## config.mk

```make
export PLATFORM = sky130hd
export DESIGN_NAME = imem_responder
export DESIGN_NICKNAME = d
export VERILOG_FILES = /design/src/rtl/imem_responder.sv
export SDC_FILE = /design/constraint.sdc
export NUM_CORES = 1
export LEC_CHECK = 0
export ABC_CLOCK_PERIOD_IN_PS = 3510
export BUFFER_PORTS_ARGS = -buffer_cell sky130_fd_sc_hd__buf_2
export CAP_MARGIN = 20
export CORE_UTILIZATION = 51
export CTS_CLUSTER_SIZE = 8
export DETAILED_ROUTE_END_ITERATION = 16
export GPL_ROUTABILITY_DRIVEN = 0
export PLACE_DENSITY = 0.8
export SLEW_MARGIN = 30
export SYNTH_ARGS = -nofsm -noshare
export SYNTH_HDL_FRONTEND = slang
export SYNTH_SLANG_ARGS = --single-unit
```

## constraint.sdc

```tcl
create_clock -name clk -period 3.51 [get_ports clk]
set_input_delay 0.1755 -clock clk [delete_from_list [all_inputs] [get_ports clk]]
set_output_delay 0.1755 -clock clk [all_outputs]
set_load 0.01 [all_outputs]
```

## src/rtl/imem_responder.sv

```systemverilog
`timescale 1ns/1ps
// imem_responder: single-entry word buffer in front of a byte-wide instruction memory
//   clk, reset                  clock; asynchronous active-low reset
//   req, addr, flush            fetch request, fetch PC (byte address), writeback redirect
//   mem_rd, mem_addr, mem_rdata backing-memory port; data returns the cycle after mem_rd
//   instr, instr_valid, stall   little-endian instruction word, its valid flag, fetch hold
module imem_responder #(
    parameter int WIDTH = 8
) (
    input  logic             clk,
    input  logic             reset,
    input  logic             req,
    input  logic [WIDTH-1:0] addr,
    input  logic             flush,
    output logic             mem_rd,
    output logic [WIDTH-1:0] mem_addr,
    input  logic [7:0]       mem_rdata,
    output logic [31:0]      instr,
    output logic             instr_valid,
    output logic             stall
);
    localparam logic [0:0] IDLE = 1'b0;
    localparam logic [0:0] FILL = 1'b1;
    logic [0:0]       r_state;
    logic [2:0]       r_cnt;
    logic [WIDTH-1:0] r_base;
    logic [WIDTH-1:0] r_tag;
    logic             r_tag_valid;
    logic [31:0]      r_line;
    // bytes of an in-flight fill are assembled here so an aborted fill never disturbs r_line
    logic [23:0]      r_fill;
    logic             w_hit;
    logic             w_idle;
    logic             w_miss;
    logic             w_accept;
    assign w_hit    = r_tag_valid & (addr == r_tag);
    assign w_idle   = r_state == IDLE;
    assign w_miss   = w_idle & req & ~w_hit & ~flush;
    assign w_accept = w_idle & req & w_hit & ~flush;
    assign mem_rd   = (r_state == FILL) & (r_cnt != 3'd4);
    // r_cnt is zero whenever IDLE, so this also yields base while idle
    assign mem_addr = r_base + WIDTH'(r_cnt);
    assign stall    = reset & ((r_state == FILL) | w_miss);
    always_ff @(posedge clk or negedge reset) begin
        if (!reset) begin
            r_state     <= IDLE;
            r_cnt       <= '0;
            r_base      <= '0;
            r_tag       <= '0;
            r_tag_valid <= 1'b0;
            r_line      <= '0;
            r_fill      <= '0;
            instr       <= '0;
            instr_valid <= 1'b0;
        end else begin
            instr_valid <= w_accept;
            if (w_accept) instr <= r_line;
            if (flush) begin
                r_state <= IDLE;
                r_cnt   <= '0;
            end else if (w_miss) begin
                r_base  <= addr;
                r_cnt   <= '0;
                r_state <= FILL;
            end else if (r_state == FILL) begin
                // shift bytes in from the top: after three captures r_fill = {b2, b1, b0}
                r_fill <= {mem_rdata, r_fill[23:8]};
                r_cnt  <= (r_cnt == 3'd4) ? 3'd0 : r_cnt + 3'd1;
                if (r_cnt == 3'd4) begin
                    r_line      <= {mem_rdata, r_fill};
                    r_tag       <= r_base;
                    r_tag_valid <= 1'b1;
                    r_state     <= IDLE;
                end
            end
        end
    end
endmodule

```

# [Yosys cells after proc, flatten, opt, wreduce, memory -nomap -nowiden]
# Cells that the tools add are included.
[totals] register_bits=110 word_cells=39 inputBits=20 out_inout_bits=43
[op_classes] n_addsub=2 eq_ne=3 bitwise_logic=13 n_reduce_logical=4 muxes=8
[ops] operator="3-bit two-way mux" count=4
[ops] operator="8-bit by 3-bit adder with 8-bit output" count=1
[ops] operator="1-bit bitwise AND" count=8
[ops] operator="8-bit equality test" count=1
[ops] operator="1-bit two-way mux" count=4
[ops] operator="1-bit inverter" count=4
[ops] operator="4-bit AND reduction" count=1
[ops] operator="3-bit by 1-bit adder with 3-bit output, second input constant" count=1
[ops] operator="3-bit equality test, second input constant" count=1
[ops] operator="3-bit != test, second input constant" count=1
[ops] operator="3-bit AND reduction" count=1
[ops] operator="3-bit nonzero test" count=1
[ops] operator="2-bit AND reduction" count=1
[ops] operator="1-bit bitwise OR" count=1

# [Longest topological paths before layout]
# Gate-level depths: netlist of run 1.
[depth] word_depth=7 mapped_depth=6 ltp_nobuf=6

# [Worst setup path after synthesis of run 1]
# OpenSTA, ideal clock, no wires.
[synth_timing] kind="flip-flop to flip-flop" from="register r_tag[3]" to="register instr[10]" arrival_time_ps=1659 synth_period_minus_slack_ps=1784 required_time_ps=3385 path_buffers=1 path_slack_ps=1726 path_stages_with_launch=6 setup_ps=125 path_cell_list="dfrtp_1 > xnor2_1 > nand4_2 > nor4_4 > buf_6 > mux2_2"
[synth_via] elab_chain_cells=4
[synth_lines] item="start: declaration" line_no="27" rtl="logic [WIDTH-1:0] r_tag;"
[synth_lines] item="start signal: assignment" line_no="71" rtl="r_tag <= r_base;"
[synth_lines] item="8-bit equality test" line_no="36" rtl="assign w_hit = r_tag_valid & (addr == r_tag);"
[synth_lines] item="1-bit bitwise AND" line_no="36"
[synth_lines] item="1-bit bitwise AND (2 in series)" line_no="39" rtl="assign w_accept = w_idle & req & w_hit & ~flush;"
[synth_lines] item="end signal: assignment" line_no="57" rtl="if (w_accept) instr <= r_line;"
[synth_lines] item="end: declaration" line_no="18" rtl="output logic [31:0] instr,"
# No other way between the ends.
# A chain may end at the register's enable or synchronous reset.

# [Final worst setup path of run 1]
[layout_timing] from="register r_cnt[0]" to="output mem_addr[6]"
[layout_via] elab_chain_cells=1
[layout_lines] item="start: declaration" line_no="25" rtl="logic [2:0] r_cnt;"
[layout_lines] item="start signal: assignment" line_no="68" rtl="r_cnt <= (r_cnt == 3'd4) ? 3'd0 : r_cnt + 3'd1;"
[layout_lines] item="8-bit by 3-bit adder with 8-bit output" line_no="42" rtl="assign mem_addr = r_base + WIDTH'(r_cnt);"
[layout_lines] item="end: declaration" line_no="16" rtl="output logic [WIDTH-1:0] mem_addr,"
# No other way between the ends.

==> results of run 1 <==
==> logic make-up (layout without fill, tap and decap cells) <==
family / Yosys count / in the layout / synth area share, %
AO/OA/AOI/OAI: 9 / 9 / 1.270
XOR/XNOR: 14 / 14 / 2.765
adder cells (fa/ha/maj): 6 / 6 / 1.862
buffers and inverters: 14 / 88 / 1.862
flip-flops: 110 / 110 / 62.08
multiplexers: 105 / 105 / 26.66
AND/OR/NAND/NOR: 27 / 27 / 3.499
==> registers in the layout (all words and copies together), names as in the netlist <==
name and flops:
r_base 8, r_tag_valid 1, r_fill 24, r_state 1, r_tag 8, r_cnt 3, instr_valid 1, instr 32
r_line 32
==> routing by layer <==
metal,vias up,wire [um]
li1,1139,-
met3,8,258
met1,1262,3478
met2,46,3591
met5,-,0
met4,0,92
==> repair_timing <==
| action | 4_1_cts | 5_1_grt |
|---|---|---|
| endpoints found under the hold margin | 54 | 0 |
| setup buffers | 0 | 0 |
| hold buffers | 1 | 0 |
==> cell usage in the layout (no fill, tap or decap), types with 2 or more instances in the layout <==
cell type    n
a21o_1       2
a21oi_1      3
buf_2       61
buf_4        7
clkbuf_8     9
clkinv_4     2
dfrtp_1    110
ha_1         5
inv_1        3
mux2_1       4
mux2_2     101
nand2_1      7
nand2b_1     2
nand3_1      3
nor2_1       5
nor3_1       2
xnor2_1     12
xor2_1       2
==> report_power, final <==
part	switching (mW)	internal, mW
Combinational	0.124	0.169
Clock	0.426	0.339
Sequential	0.115	1.41
Total	0.665	1.92
==> worst min path at each step <==
stage,from,to,cells after the start
after floorplan,reset,instr[0],0
after global placement,reset,instr[24],1
after detailed placement,reset,instr[16],1
after CTS,flush,r_cnt[1],2
after global routing,flush,r_cnt[1],2
final,mem_rdata[2],r_line[26],2
==> critical path: cells and delay by family (launching register included) <==
kind | cells | cell delay, ns
fa+ha+maj | 2 | 0.65
xor+xnor | 1 | 0.13
buf+inv | 1 | 0.15
compound gates | 1 | 0.19
simple gates | 2 | 0.16
flops | 1 | 0.44
==> through the flow <==
| step | instances | utilization (%) |
|---|---|---|
| global placement | 447 | 58.47 |
| CTS | 464 | 61.04 |
| finish | 464 | 61.04 |
| detailed placement | 447 | 58.47 |
| floorplan | 285 | - |
| global route | 464 | 61.04 |
==> area by class of cell <==
| class | count | share of cell area [%] |
|---|---|---|
| Sequential cell | 110 | 54.33 |
| Multi-Input combinational cell | 161 | 31.56 |
| Timing Repair Buffer | 69 | 7.261 |
| Tap cell | 105 | 2.593 |
| Clock buffer | 9 | 2.445 |
| Clock inverter | 7 | 1.581 |
| Inverter | 3 | 0.2223 |
==> metrics, run 1 <==
status finished, final reports clean; # fillers 643; Worst setup EP type output pin; IO buf count 62; kind of critical path reg -> out; total power approximately 2.6 mW; final-report max-slew violation count 0; largest net degree at the start of global routing 58; worst slew pin tran about 0.9 ns; Post-synth top cells dfrtp_1 (110), mux2_2 (101), xnor2_1 (12); die area between 0.009 and 0.01 mm2; Yosys top cell area share a little over 60%; total gr overflow 0; Critical Path Max Stage Delay 0.44 ns; Worst-path clk slew approximately 0.1 ns; R2R depth 6; WHS 0.06248 ns; first-pass GRT wire length between 10,000 and 15,000 um; pre-CTS setup slack 1.501 ns; Detailed Routing Iterations Pass 1 4; nets 380; row count 33; Sequential Area 0.002753 mm2; top_reg_cell synth dfrtp_1; GR met2 Demand/Resource 28.75%; RSZ-0062 raised after global routing false; critical path data required time around 3.3 ns; Syn Inst Count 285; r2r startpoint r_cnt[1]; Crit Path Max Fanout 5; Most Used Layer, Global Route met2; Synth cell types 31; Ys Warns 0; remaining antenna violation count after routing 0; top cells by area, synth dfrtp_1 (62%), mux2_2 (26%), xnor2_1 (2.4%); FF+latch count, synth 110; I/O pins 63; crit path from r_cnt[0]; clock root cell clkbuf_8; setup TNS 0 ns; Final Worst Setup Slack 1.254 ns; Reg-to-Reg End r_tag[4]; initial core utilization roughly 53%; layout cells sized above 1 between 50% and 60%; Worst-Skew Late Latency 0.36 ns; combined area of the multi-input logic cells about 0.0016 mm2; GR Util met1 25.50%; syn nets 311; wire per inst ~16 um; via count 2,455; Final Cycle Share roughly 64%; DR vias/cell 5.291; CP startpoint kind flip-flop; number of global-route vias before repair 2,542; Mapped Area 0.004434 mm2; setup violators final 0; area leader, netlist dfrtp_1; final hold viol count 0; Initial DRC Count 46; hold crit path type in -> reg; FMAX roughly 440 MHz; initial antenna violation count 0; R2R setup slack about 1.5 ns; post-detail-place hpwl around 5200 um; post-route cell area between 0.005 and 0.006 mm2; chip height 95.25 um; fin crit period ~2.3 ns; core area just over 0.008 mm2; number of enable flip-flop cells after synthesis 0; Clock Tree Buf Depth 2; end point of the critical path mem_addr[6]; number of diodes 0; critical path arrival 2.08 ns; met3 GRT Util about 2.9%; PwrDens just over 500 mW/mm2; area grow syn2layout 14.25%; cts bufs inserted 9; # DRC 0; CTS tree built; post-CTS sizing 0; Die Wd between 90 and 100 um; crit path cell chain ha_1 > fa_1 > a21o_1 > nand2_1 > nor2_1 > xor2_1 > buf_2; WL final roughly 7400 um; clock skew just under 0.01 ns; Critical Path Slowest Stage Cell dfrtp_1; average cell area after synthesis around 16 um2; sequential share of the synthesized area 62.08%; gr usage total a little under a fifth; count leader, synth dfrtp_1; number of H-tree levels 3; clock sink count 110; maximum VDD drop between 0.3 and 0.4 mV; Async S/R FF share, synth 100.0%; total of max-cap violations 0; relative slew slack 39.72%; placed inst area a little under 0.005 mm2; Leakage Power 2.640 nW
Note: power is estimated with default switching activity, not from simulation.
==> inputs of run 2 (changes only) <==
- ABC_AREA: not set -> 1
- ABC_CLOCK_PERIOD_IN_PS: 3510 -> 2200
- clock period: 3.51 -> 2.2 ns (I/O delays scaled with it)
==> metrics, run 2 <==
WHS Path Cells 3 (+1); fin crit period 2.111 ns; most frequent cells in the layout nand2_1 (153), dfrtp_1 (110), buf_2 (61); Leakage Power 2.977 nW (+13%); I/O pins 63 (unchanged); PwrDens 723.2 mW/mm2 (+42%); Setup Buffers After CTS 0 (unchanged); initial core utilization 52.71% (-0.72 points); via count 3,534 (+44%); critical path arrival 2.00 ns (-0.08 ns); area leader, netlist dfrtp_1; row count 34 (+3.0%); Reg-to-Reg End r_line[28]; CTS tree built; mux cell area share after synthesis 4.144% (-23 points); top_reg_cell synth dfrtp_1; kind of critical path reg -> out; Final Cycle Share 95.97%; final hold viol count 0 (unchanged); first-pass GRT wire length 15,800 um (+27%); R2R depth 7 (+1); R2R setup slack 0.54 ns (-0.94 ns); sequential share of the synthesized area 59.59% (-2.5 points); maximum VDD drop 0.4305 mV (+40%); critical path data required time 2.09 ns (-1.24 ns); Detailed Routing Iterations Pass 1 4 (unchanged); # DRC 0 (unchanged); cts bufs inserted 9 (unchanged); Mapped Area 0.004619 mm2 (+4.2%); Ys Warns 0 (unchanged); chip height 97.17 um (+2.0%); total of max-cap violations 0 (unchanged); Worst Path Buf+Inv 1 (unchanged); clock sink count 110 (unchanged); die area 0.009442 mm2 (+4.1%); biggest regs instr (32), r_line (32), r_fill (24); remaining antenna violation count after routing 0 (unchanged); Worst-path clk slew 0.09 ns (about the same); relative slew slack 63.64% (+24 points); hold crit path type in -> reg; r2r startpoint r_cnt[1]; Post-synth top cells nand2_1 (153), dfrtp_1 (110), o21ai_0 (53); average cell area after synthesis 9.544 um2 (-39%); adder-cell share of the synthesized area 1.788% (-0.075 points); total gr overflow 0 (unchanged); Hold Crit Start addr[4]; syn nets 510 (+64%); Initial DRC Count 201 (+340%); number of H-tree levels 3 (unchanged); number of enable flip-flop cells after synthesis 0 (unchanged); number of global-route vias before repair 3,417 (+34%); status finished, final reports clean; layout cells sized above 1 19.82% (-33 points); core area 0.008763 mm2 (+5.6%); count leader, synth nand2_1; Die Wd 97.17 um (+2.0%); RSZ-0062 raised after global routing false; top cells by area, synth dfrtp_1 (60%), nand2_1 (12%), o21ai_0 (5.7%); Post-Route Utilization 61.38% (+0.34 points); Synth cell types 24 (-23%); nets 582 (+53%); area grow syn2layout 16.44%; Crit Path Max Fanout 4 (-1); total stage count of the critical path 7 (unchanged); compound-cell area share of the yosys netlist 6.555% (+5.3 points); largest net degree at the start of global routing 111 (+91%); Clock Tree Buf Depth 2 (unchanged); CP startpoint kind flip-flop; gr usage total 20.83% (+2.6 points); crit path cell chain ha_1 > fa_1 > nand2_1 > a21oi_1 > nand3_1 > xor2_1 > buf_2; Synth Area in XOR/XNOR 1.706% (-1.1 points); final-report max-slew violation count 0 (unchanged); Critical Path Slowest Stage Cell dfrtp_1; worst slew pin tran 0.5454 ns (-0.3588 ns); Syn Inst Count 484 (+70%); clock root cell clkbuf_8; post-detail-place hpwl 6458 um (+25%); initial antenna violation count 0 (unchanged); FF+latch count, synth 110 (unchanged); CP top delay family adder cells; FMAX roughly 470 MHz; IO buf count 62 (unchanged); main combinational cell family by area after synthesis simple AND/OR/NAND/NOR gates; Synth Area in Simple Gates 20.18% (+17 points); Async S/R FF share, synth 100.0% (unchanged); Yosys top cell area share 59.59% (-2.5 points); Worst-Skew Late Latency 0.36 ns (about the same); DR vias/cell 5.290 (about the same); number of diodes 0 (unchanged); clock skew 0.005584 ns (-0.004227 ns); WL final 9288 um (+25%); most common cell after layout, fill and taps aside nand2_1; setup violators final 0 (unchanged); Critical Path Max Stage Delay 0.43 ns (about the same); wire per inst 13.90 um (-13%); Hold EP r_base[4]; setup TNS 0 ns (unchanged); Worst setup EP type output pin
-- run 2: changes by cell type after synthesis, sizes merged, moves of 6 or more --
cell / previous run / this run
nand2: 7 / 154
mux2: 105 / 17
o21ai: 1 / 54
inv: 3 / 44
nand4: 2 / 32
xnor2: 12 / 0
nand3: 3 / 12
nor2: 5 / 13
clkbuf: 1 / 8
xor2: 2 / 9
buf: 10 / 16
-- run 2: area by class of cell --
type	instances	area [um2]
clock buffer	12	155.1
clock inverter	3	18.77
fill	725	3385
inverter	45	168.9
multi-input combinational	305	1603
sequential	110	2753
tap	108	135.1
timing repair buffer	85	545.5
-- run 2: per-stage QoR --
stage	hold slack [ns]	worst slack (ns)	instance area, um2	std cells	power, mW
2_1_floorplan	-0.1856	0.6334	4619	484	2.601
3_3_place_gp	0.2602	0.5248	5100	644	2.784
3_5_place_dp	0.2650	0.4807	5100	644	2.814
4_1_cts	0.0002648	0.07159	5364	668	3.922
5_1_grt	0.01243	0.006049	5379	668	4.099
6_report	0.01839	0.08876	5379	668	3.890
-- run 2: tightest hold or removal path, stage by stage --
cell     delay [ns]
buf_2          0.10
nand3_1        0.07
nand2_1        0.06
-- run 2: kinds of logic after synthesis --
logic type | Yosys count
DFF | 110
AOI/OAI and AO/OA | 60
xor gates and xnor gates | 9
buffers and inverters | 69
adders and majority gates | 6
muxes | 17
and+or+nand+nor | 213
-- run 2: routing by layer --
layer	global-route usage [%]	routed length [um]	vias up
li1	-	-	1702
met1	26.99	4027	1734
met2	34.89	4666	83
met3	4.892	450	15
met4	6.315	143	0
met5	0	0	-
-- run 2: how the worst max path moves through the flow --
stage,start,endpoint,slack (ns)
6_report,r_cnt[0],mem_addr[6],0.09
5_1_grt,r_cnt[0],mem_addr[6],0.006
4_1_cts,r_cnt[2],mem_addr[7],0.07
3_5_place_dp,r_cnt[2],mem_addr[7],0.48
3_3_place_gp,r_cnt[0],mem_addr[6],0.52
2_1_floorplan,r_cnt[0],mem_addr[6],0.63
-- run 2: where the power goes --
group | switching (mW) | internal, mW
Sequential | 0.106 | 2.20
Clock | 0.629 | 0.470
Combinational | 0.310 | 0.176
-- run 2: timing repair --
action	CTS	global route
endpoints found under the hold margin	124	0
hold buffers	9	0
endpoints found under the setup margin	0	1
resized for setup	0	2
==> inputs of run 3 (changes only) <==
- CAP_MARGIN: 20 -> 15
- CORE_ASPECT_RATIO: not set -> 1.25
==> metrics, run 3 (synthesis results as in run 2) <==
status finished, final reports clean; post-detail-place hpwl 6238 um (-3.4%); WHS 0.02375 ns (+0.005365 ns); Detailed Routing Iterations Pass 1 4 (unchanged); relative slew slack 62.10% (-1.5 points); Clock Tree Buf Depth 2 (unchanged); Die Wd 87.13 um (-10%); total gr overflow 0 (unchanged); total power 4.058 mW (+4.3%); setup violators final 0 (unchanged); clock root cell clkbuf_8; gr usage total 21.64% (+0.82 points); Initial DRC Count 258 (+28%); I/O pins 63 (unchanged); via count 3,476 (-1.6%); Worst-path clk slew 0.10 ns (about the same); clock sink count 110 (unchanged); wire per inst 13.95 um (+0.30%); fin crit period 2.076 ns (-0.03546 ns); final hold viol count 0 (unchanged); CP startpoint kind flip-flop; critical path data required time 2.09 ns (about the same); Worst-Skew Late Latency 0.37 ns (about the same); Post-Route Utilization 61.76% (+0.38 points); worst slew pin tran 0.5685 ns (+0.02309 ns); layout cells sized above 1 19.89% (+0.071 points); WL final 9455 um (+1.8%); CTS tree built; FMAX 481.7 MHz (+1.7%); biggest regs instr (32), r_line (32), r_fill (24); chip height 108.4 um (+12%); initial antenna violation count 0 (unchanged); setup TNS 0 ns (unchanged); DR vias/cell 5.127 (-3.1%); # DRC 0 (unchanged); total of max-cap violations 0 (unchanged); first-pass GRT wire length 15,740 um (-0.40%); most common cell after layout, fill and taps aside nand2_1; critical path arrival 1.97 ns (-0.03 ns); remaining antenna violation count after routing 0 (unchanged); final-report max-slew violation count 0 (unchanged); kind of critical path reg -> out; number of diodes 0 (unchanged); die area 0.009445 mm2 (about the same); clock skew 0.009427 ns (+0.003843 ns); PwrDens 751.1 mW/mm2 (+3.9%); final instance count without filler cells 678 (+1.5%); Worst setup EP type output pin; number of H-tree levels 3 (unchanged); maximum VDD drop 0.3971 mV (-7.8%); core area 0.008748 mm2 (-0.17%); Leakage Power 2.970 nW (-0.24%); nets 579 (-0.52%); Crit Path Max Fanout 5 (+1); RSZ-0062 raised after global routing false; placed cells 652 (+1.2%); Final Cycle Share 94.35% (-1.6 points); largest net degree at the start of global routing 111 (unchanged); IO buf count 62 (unchanged); row count 38 (+12%); cts bufs inserted 9 (unchanged); initial core utilization 52.80% (+0.090 points); area grow syn2layout 16.96%; # fillers 763 (+5.2%); hold crit path type in -> reg; most frequent cells in the layout nand2_1 (153), dfrtp_1 (110), buf_2 (61); number of global-route vias before repair 3,442 (+0.73%)
-- run 3: changes by cell type in the layout (fill, tap and decap cells not counted), sizes merged --
cell | before | now
buf | 76 | 73
bufinv | 0 | 1
clkbuf | 12 | 11
clkinv | 3 | 2
clkinvlp | 0 | 1
inv | 45 | 46
-- run 3: what timing repair did --
| action | in CTS | in global routing |
|---|---|---|
| setup endpoints to repair | 0 | 2 |
| endpoints found under the hold margin | 126 | 0 |
| resized for setup | 0 | 3 |
| buffers inserted | 0 | 1 |
| hold buffers | 9 | 0 |
-- run 3: cell type report --
cell class	instances	area, um2	share of cell area (%)
tap	120	150.1	2.779
inverter	45	168.9	3.126
clock inverter	5	63.81	1.181
timing repair buffer	82	510.5	9.449
clock buffer	11	151.4	2.802
multi-input combinational	305	1605	29.71
sequential	110	2753	50.95
-- run 3: final timing paths --
kind	endpoint	start	slack, ns	cells after the start
max	mem_addr[7]	r_cnt[1]	0.12	8
min	r_base[0]	addr[0]	0.02	3
max reg2reg	instr[22]	r_tag[1]	0.47	10
min reg2reg	instr[11]	instr[11]	0.47	2
max in group asynchronous	instr[28]	reset	1.40	3
min in group asynchronous	instr[23]	reset	0.36	3
-- run 3: per-stage QoR --
stage / area, um2 / setup WS [ns]
after floorplan: 4619 / 0.6334
after global placement: 5072 / 0.5379
after detailed placement: 5072 / 0.4750
after CTS: 5378 / 0.04525
after global routing: 5403 / 0.001373
final: 5403 / 0.1242
-- run 3: metal layers --
layer	vias to the layer above	wire length, um	part of all wire (%)	track usage [%]
met5	-	0	0	0
met4	0	122	1.3	7.026
met3	9	472	5.0	4.885
met2	82	5003	53	37.51
met1	1689	3857	41	26.78
li1	1696	-	-	-
-- run 3: worst max-delay path: stages, from the launching register on --
cell     delay (ns)
dfrtp_1        0.48
ha_1           0.32
nand3_1        0.07
nand3_1        0.11
nand2_1        0.08
nor2_2         0.13
nand3_1        0.11
xor2_1         0.15
buf_2          0.14
-- run 3: where the power goes --
group          switching [mW]  internal [mW]  leakage, nW
clock                   0.662          0.599        0.107
combinational           0.311          0.179         1.39
sequential              0.107           2.20         1.47
